[config.mk]
export PLATFORM = sky130hd
export DESIGN_NAME = corevx_wb_arbiter
export DESIGN_NICKNAME = d
export VERILOG_FILES = /design/src/rtl/corevx_pkg.sv /design/src/rtl/corevx_scoreboard.sv /design/src/rtl/corevx_wb_arbiter.sv
export SDC_FILE = /design/constraint.sdc
export NUM_CORES = 1
export LEC_CHECK = 0
export CAP_MARGIN = 0
export CORE_MARGIN = 5
export CORE_UTILIZATION = 25
export DETAILED_ROUTE_END_ITERATION = 10
export GPL_TIMING_DRIVEN = 0
export SLEW_MARGIN = 20
export SYNTH_ARGS = -nofsm -noshare
export SYNTH_HDL_FRONTEND = slang
export SYNTH_SLANG_ARGS = --single-unit
[constraint.sdc]
create_clock -name clk -period 7.15 [get_ports clk]
set_input_delay 1.43 -clock clk [delete_from_list [all_inputs] [get_ports clk]]
set_output_delay 1.43 -clock clk [all_outputs]
set_load 0.02 [all_outputs]
[src/rtl/corevx_pkg.sv]
// Shared core widths and the writeback request bundle.
// No logic; types and constants only.
// Not applicable.
package corevx_pkg;

  localparam int CORE_REG_ADDR_W = 5;
  localparam int CORE_XLEN       = 32;

  typedef struct packed {
    logic [CORE_REG_ADDR_W-1:0] rd;
    logic [CORE_XLEN-1:0]       wdata;
  } wb_req_t;

  typedef enum logic [1:0] {
    GNT_NONE = 2'd0,
    GNT_P0   = 2'd1,
    GNT_P1   = 2'd2
  } wb_gnt_e;

endpackage

[src/rtl/corevx_scoreboard.sv]
// Pending-write scoreboard for the 32 architectural registers.
// Lookups combinational; set/clear take effect at the next edge.
// issue_ready drops while the requested rd already has a write in flight.
module corevx_scoreboard
  import corevx_pkg::*;
(
  input  logic                       clk,
  input  logic                       rst,
  input  logic [CORE_REG_ADDR_W-1:0] issue_rd,
  output logic                       issue_ready,
  input  logic                       set_en,
  input  logic [CORE_REG_ADDR_W-1:0] set_rd,
  input  logic                       clr_en,
  input  logic [CORE_REG_ADDR_W-1:0] clr_rd,
  input  logic [CORE_REG_ADDR_W-1:0] rs1_addr,
  input  logic [CORE_REG_ADDR_W-1:0] rs2_addr,
  output logic                       rs1_busy,
  output logic                       rs2_busy,
  output logic [31:0]                pending
);

  logic [31:0] pending_nxt;

  assign issue_ready = !pending[issue_rd];
  assign rs1_busy    = pending[rs1_addr];
  assign rs2_busy    = pending[rs2_addr];

  // Apply the commit clear before the issue set; x0 is never tracked.
  always_comb begin
    pending_nxt = pending;
    if (clr_en) pending_nxt[clr_rd] = 1'b0;
    if (set_en) pending_nxt[set_rd] = 1'b1;
    pending_nxt[0] = 1'b0;
  end

  // Pending vector register.
  always_ff @(posedge clk) begin
    if (rst) pending <= '0;
    else     pending <= pending_nxt;
  end

endmodule

[src/rtl/corevx_wb_arbiter.sv]
// Merges ALU (port 0) and long-latency (port 1) writebacks onto the register-file write port.
// One cycle from acceptance to rd_write; one writeback per cycle.
// Port 0 has priority; port 1 is force-granted after STARVE_LIMIT consecutive losses.
module corevx_wb_arbiter
  import corevx_pkg::*;
#(
  parameter int unsigned STARVE_LIMIT = 4
) (
  input  logic                       clk,
  input  logic                       rst,
  input  logic                       issue_valid,
  input  logic [CORE_REG_ADDR_W-1:0] issue_rd,
  output logic                       issue_ready,
  input  logic [CORE_REG_ADDR_W-1:0] rs1_addr,
  input  logic [CORE_REG_ADDR_W-1:0] rs2_addr,
  output logic                       rs1_busy,
  output logic                       rs2_busy,
  input  logic                       wb0_valid,
  input  logic [CORE_REG_ADDR_W-1:0] wb0_rd,
  input  logic [CORE_XLEN-1:0]       wb0_wdata,
  output logic                       wb0_ready,
  input  logic                       wb1_valid,
  input  logic [CORE_REG_ADDR_W-1:0] wb1_rd,
  input  logic [CORE_XLEN-1:0]       wb1_wdata,
  output logic                       wb1_ready,
  output logic [CORE_REG_ADDR_W-1:0] rd_addr,
  output logic [CORE_XLEN-1:0]       rd_wdata,
  output logic                       rd_write,
  output logic                       wb_err
);

  localparam logic [3:0] LIMIT = 4'(STARVE_LIMIT);

  wb_gnt_e     gnt;
  wb_req_t     req0, req1, win;
  logic        accept;
  logic [3:0]  starve_cnt;
  logic        rd_write_q;
  logic [31:0] pending;

  assign req0 = '{rd: wb0_rd, wdata: wb0_wdata};
  assign req1 = '{rd: wb1_rd, wdata: wb1_wdata};

  // Grant selection: starvation override, then port 0 priority; nothing during reset.
  always_comb begin
    gnt = GNT_NONE;
    win = req0;
    if (!rst) begin
      if (wb1_valid && starve_cnt == LIMIT) gnt = GNT_P1;
      else if (wb0_valid)                   gnt = GNT_P0;
      else if (wb1_valid)                   gnt = GNT_P1;
    end
    if (gnt == GNT_P1) win = req1;
  end

  assign wb0_ready = (gnt == GNT_P0);
  assign wb1_ready = (gnt == GNT_P1);
  assign accept    = (gnt != GNT_NONE);

  // Count consecutive port-1 losses to port 0.
  always_ff @(posedge clk) begin
    if (rst) begin
      starve_cnt <= '0;
    end else if (wb1_valid && gnt == GNT_P0) begin
      if (starve_cnt != LIMIT) starve_cnt <= starve_cnt + 4'd1;
    end else begin
      starve_cnt <= '0;
    end
  end

  // Output stage: capture winner; x0 writes are accepted but never strobed.
  always_ff @(posedge clk) begin
    if (rst) begin
      rd_write_q <= 1'b0;
      rd_addr    <= '0;
      rd_wdata   <= '0;
    end else if (accept) begin
      rd_write_q <= |win.rd;
      rd_addr    <= win.rd;
      rd_wdata   <= win.wdata;
    end else begin
      rd_write_q <= 1'b0;
    end
  end

  // A write held in the output stage when reset arrives must not reach the register file.
  assign rd_write = rd_write_q && !rst;

  // Sticky flag for a writeback to a register with no write in flight.
  always_ff @(posedge clk) begin
    if (rst) wb_err <= 1'b0;
    else if (accept && (|win.rd) && !pending[win.rd]) wb_err <= 1'b1;
  end

  corevx_scoreboard u_sb (
    .clk         (clk),
    .rst         (rst),
    .issue_rd    (issue_rd),
    .issue_ready (issue_ready),
    .set_en      (issue_valid && issue_ready),
    .set_rd      (issue_rd),
    .clr_en      (rd_write),
    .clr_rd      (rd_addr),
    .rs1_addr    (rs1_addr),
    .rs2_addr    (rs2_addr),
    .rs1_busy    (rs1_busy),
    .rs2_busy    (rs2_busy),
    .pending     (pending)
  );

endmodule

==> out/summary.json <==
{
  "ir_drop_uv": 115,
  "power.switching_fraction": 0.265,
  "wire_per_inst_um": 18.8,
  "die-height_um": 142,
  "postRouteAntennaNets": 0,
  "cpPeakStageDelay_ns": 0.60,
  "max_slew.worst_pin.slew_ns": 0.810,
  "worst_hold_slack_ns": 0.464,
  "num-nets-final": 737,
  "finalHoldViolCount": 0,
  "final.fill_count": 1746,
  "min_period_ns": 5.55,
  "power.switching_uw": 309,
  "synth-main-ff-cell": "sky130_fd_sc_hd__dfxtp_1",
  "antenna_cells": 0,
  "postSynth.asyncResetShare": 0,
  "cp_data_required_time_ns": 5.72,
  "ctsLongestPathBuffers": 2,
  "synth.ff_latch_count": 74,
  "grt_start_max_net_pins": 12,
  "worst_clock_skew_ns": 0.00488,
  "route.vias.total": 4468,
  "grtUsageTotal": 0.160,
  "synth_seq_area_share": 0.338,
  "row_count": 48,
  "grt_util_met2": 0.261,
  "design.die.area_sq_um": 20300,
  "hold_path_sink": "starve_cnt[0]",
  "final-max-slew-violation-count": 0,
  "average_size_of_a_mapped_cell_sq_um": 8.76,
  "syn_area_sq_um": 4380,
  "dp_hpwl_um": 12300,
  "holdBufCountCts": 0,
  "worst_setup_hold_path_clk_slew_ns": 0.06,
  "commonest_non_fill_non_tap_cells_in_the_layout": "sky130_fd_sc_hd__clkdlybuf4s50_1, sky130_fd_sc_hd__nor2_1, sky130_fd_sc_hd__dfxtp_1, sky130_fd_sc_hd__nand2_1, sky130_fd_sc_hd__nor4_1",
  "layout_commonest_cell": "sky130_fd_sc_hd__clkdlybuf4s50_1",
  "synth_enable_flop_cells": 0,
  "finalSetupTns_ns": 0,
  "area_growth_syn_to_layout_pct": 43.2,
  "setup_slack_after_placement_ns": 1.62,
  "final_setup_violation_count": 0,
  "syn-instance-count": 500,
  "timing.critical_path.mode_cell": "sky130_fd_sc_hd__buf_2",
  "cts-htree-levels": 3,
  "timing.critical_path.from_type": "primary input",
  "worst-path-max-fanout": 10,
  "clock_insertion_delay_worst_skew_ns": 0.34,
  "worstHoldPathType": "flip-flop to flip-flop",
  "cts.root.buffer_cell": "sky130_fd_sc_hd__clkbuf_16",
  "timing.slew.headroom": 0.444,
  "timing.reg2reg.worst_path_depth": 9,
  "pin_count": 138,
  "critical_path.reg2reg.endpoint": "wb_err",
  "r2r-start": "starve_cnt[0]",
  "number_of_unique_standard_cell_types_used_by_synthesis": 56,
  "combPwrFrac": 0.201,
  "worstSetupPathType": "primary input to output port",
  "layout.core_utilization": 0.364,
  "cap_violations": 0,
  "cellPowerDensity_nw_per_um2": 186,
  "clock_power_share": 0.415,
  "grt_pass1_vias": 4233,
  "die_width_um": 142,
  "grt_antenna_before_repair": 0,
  "route.detailed.drc": 0,
  "grt_overflow": 0,
  "grt_pass1_wl_um": 24800,
  "power.leakage_nw": 2.24,
  "post-cts-setup-buffers": 0,
  "path_cells": "clkbuf_1 > buf_2 > mux4_2 > mux2i_1 > o211ai_1 > o21ai_1 > nand3_2 > buf_2 > inv_1 > clkdlybuf4s50_1",
  "setup_slack_ns": 1.60,
  "drt_first_pass_iters": 5,
  "crit_path_top_delay_cell": "sky130_fd_sc_hd__clkdlybuf4s50_1",
  "internal_power_uw": 858,
  "tritoncts": "done",
  "worst_ep_arrival_time_ns": 4.12,
  "start_util": 0.254,
  "timing.final.crit_share": 0.776,
  "detail_route.wirelength_um": 16300,
  "globalRoute.busiestLayer": "met2",
  "share_seq_of_total_power": 0.384,
  "critical_path.endpoint_type": "output port",
  "clock_sinks": 74,
  "drive_above_1_share": 0.102,
  "post_cts_resized": 0,
  "groute.layer.met1.usage": 0.209,
  "min-delay-start": "starve_cnt[0]",
  "grt_setup_unrepaired": "false",
  "total_clock_buffers_created_by_cts": 9,
  "yosysWarnings": 0,
  "hold_path_depth": 1,
  "core_sq_um": 17200,
  "place.gp.congestion": 0.886,
  "result_of_the_run": "finished, final reports clean",
  "gr-usage-met3": 0.0262,
  "slack_of_the_worst_reg_to_reg_path_ns": 4.56,
  "fmax_ghz": 0.180,
  "io_buffer_count": 130,
  "drt_iter0_markers": 395,
  "synth_fp_nets": 596,
  "detail_route.vias_per_cell": 5.14
}
## power groups by stage
stage                     Clock (mW)  Combinational, mW  Sequential [mW]
final                          0.484              0.234            0.447
after global routing           0.509              0.253            0.450
after CTS                      0.494              0.236            0.447
after detailed placement           0              0.235            0.456
after global placement             0              0.235            0.455
after floorplan                    0             0.0964            0.473
## critical path: cells and delay by family
family | cells | cell delay [ns]
buf+inv | 5 | 1.60
mux | 2 | 0.50
compound gates | 2 | 0.28
simple gates | 1 | 0.30
## per-layer routing
metal	vias to the layer above	wire length, um
met5	-	0
met4	0	389
met3	25	1090
met2	169	7920
met1	2124	6900
li1	2150	-
## stage by stage
| step | total power, mW | cells | instance area, sq um |
|---|---|---|---|
| 4_1_cts | 1.18 | 869 | 6270 |
| 6_report | 1.17 | 869 | 6270 |
| 5_1_grt | 1.21 | 869 | 6270 |
| 3_3_place_gp | 0.691 | 855 | 5960 |
| 3_5_place_dp | 0.691 | 855 | 5960 |
| 2_1_floorplan | 0.570 | 500 | 4380 |
## state kept, by name (all words and copies together) (netlist names)
register,count
rd_addr,5
rd_wdata,32
rd_write_q,1
starve_cnt,4
u_sb.pending,31
wb_err,1
## synthesized netlist by cell type (2+ instances only)
master                     instances  area share
sky130_fd_sc_hd__nor2_1          117        0.10
sky130_fd_sc_hd__dfxtp_1          74        0.34
sky130_fd_sc_hd__nand2_1          38       0.033
sky130_fd_sc_hd__nor4_1           34       0.049
sky130_fd_sc_hd__clkbuf_1         30       0.026
sky130_fd_sc_hd__mux4_2           26        0.13
sky130_fd_sc_hd__nand3_1          16       0.018
sky130_fd_sc_hd__mux2i_1          14       0.032
sky130_fd_sc_hd__o211ai_1         14       0.024
sky130_fd_sc_hd__o31ai_1          14       0.024
sky130_fd_sc_hd__inv_1            12       0.010
sky130_fd_sc_hd__a32o_1           10       0.023
sky130_fd_sc_hd__o21ai_0           9       0.010
sky130_fd_sc_hd__nand3b_1          7       0.012
sky130_fd_sc_hd__mux2_2            6       0.015
sky130_fd_sc_hd__and3_1            5      0.0071
sky130_fd_sc_hd__a211oi_1          4      0.0069
sky130_fd_sc_hd__buf_2             4      0.0046
sky130_fd_sc_hd__nor2b_1           4      0.0057
sky130_fd_sc_hd__o22ai_1           4      0.0057
sky130_fd_sc_hd__or2_2             4      0.0057
sky130_fd_sc_hd__and2_1            3      0.0043
sky130_fd_sc_hd__nand2b_1          3      0.0043
sky130_fd_sc_hd__nor3_1            3      0.0034
sky130_fd_sc_hd__nor3b_1           3      0.0051
sky130_fd_sc_hd__o211a_1           3      0.0069
sky130_fd_sc_hd__or3_1             3      0.0043
sky130_fd_sc_hd__a21oi_1           2      0.0023
sky130_fd_sc_hd__a31o_1            2      0.0040
sky130_fd_sc_hd__a41o_1            2      0.0046
sky130_fd_sc_hd__ha_1              2      0.0057
sky130_fd_sc_hd__mux2_4            2      0.0069
sky130_fd_sc_hd__nand4_1           2      0.0029
sky130_fd_sc_hd__o21ai_1           2      0.0023
## cell type report
class | count | area (sq um) | area share
flip-flops and latches | 74 | 1480 | 0.236
inverters | 13 | 51.3 | 0.00818
well taps | 225 | 282 | 0.0449
plain buffers | 35 | 144 | 0.0229
clock buffers | 11 | 243 | 0.0387
multi-input cells | 378 | 2700 | 0.431
repair buffers | 130 | 1300 | 0.208
clock inverters | 3 | 65.1 | 0.0104
## worst max-delay path by stage
stage           startpoint           to  slack, ns  depth (start not counted)
6_report       issue_rd[1]  issue_ready       1.60                         10
3_5_place_dp   issue_rd[1]  issue_ready       1.62                         10
5_1_grt        issue_rd[1]  issue_ready       1.43                         10
4_1_cts        issue_rd[1]  issue_ready       1.60                         10
3_3_place_gp   issue_rd[1]  issue_ready       1.62                         10
2_1_floorplan  issue_rd[1]  issue_ready       2.54                          9
## kinds of logic after synthesis
family	Yosys count	share of synthesized area
adders and majority gates	2	0.00571
muxes	49	0.193
DFF	74	0.338
buffers and inverters	48	0.0446
xor gates and xnor gates	1	0.00200
and+or+nand+nor	249	0.274
AOI/OAI and AO/OA	77	0.143
No activity file was read; power rests on OpenSTA's default activity.
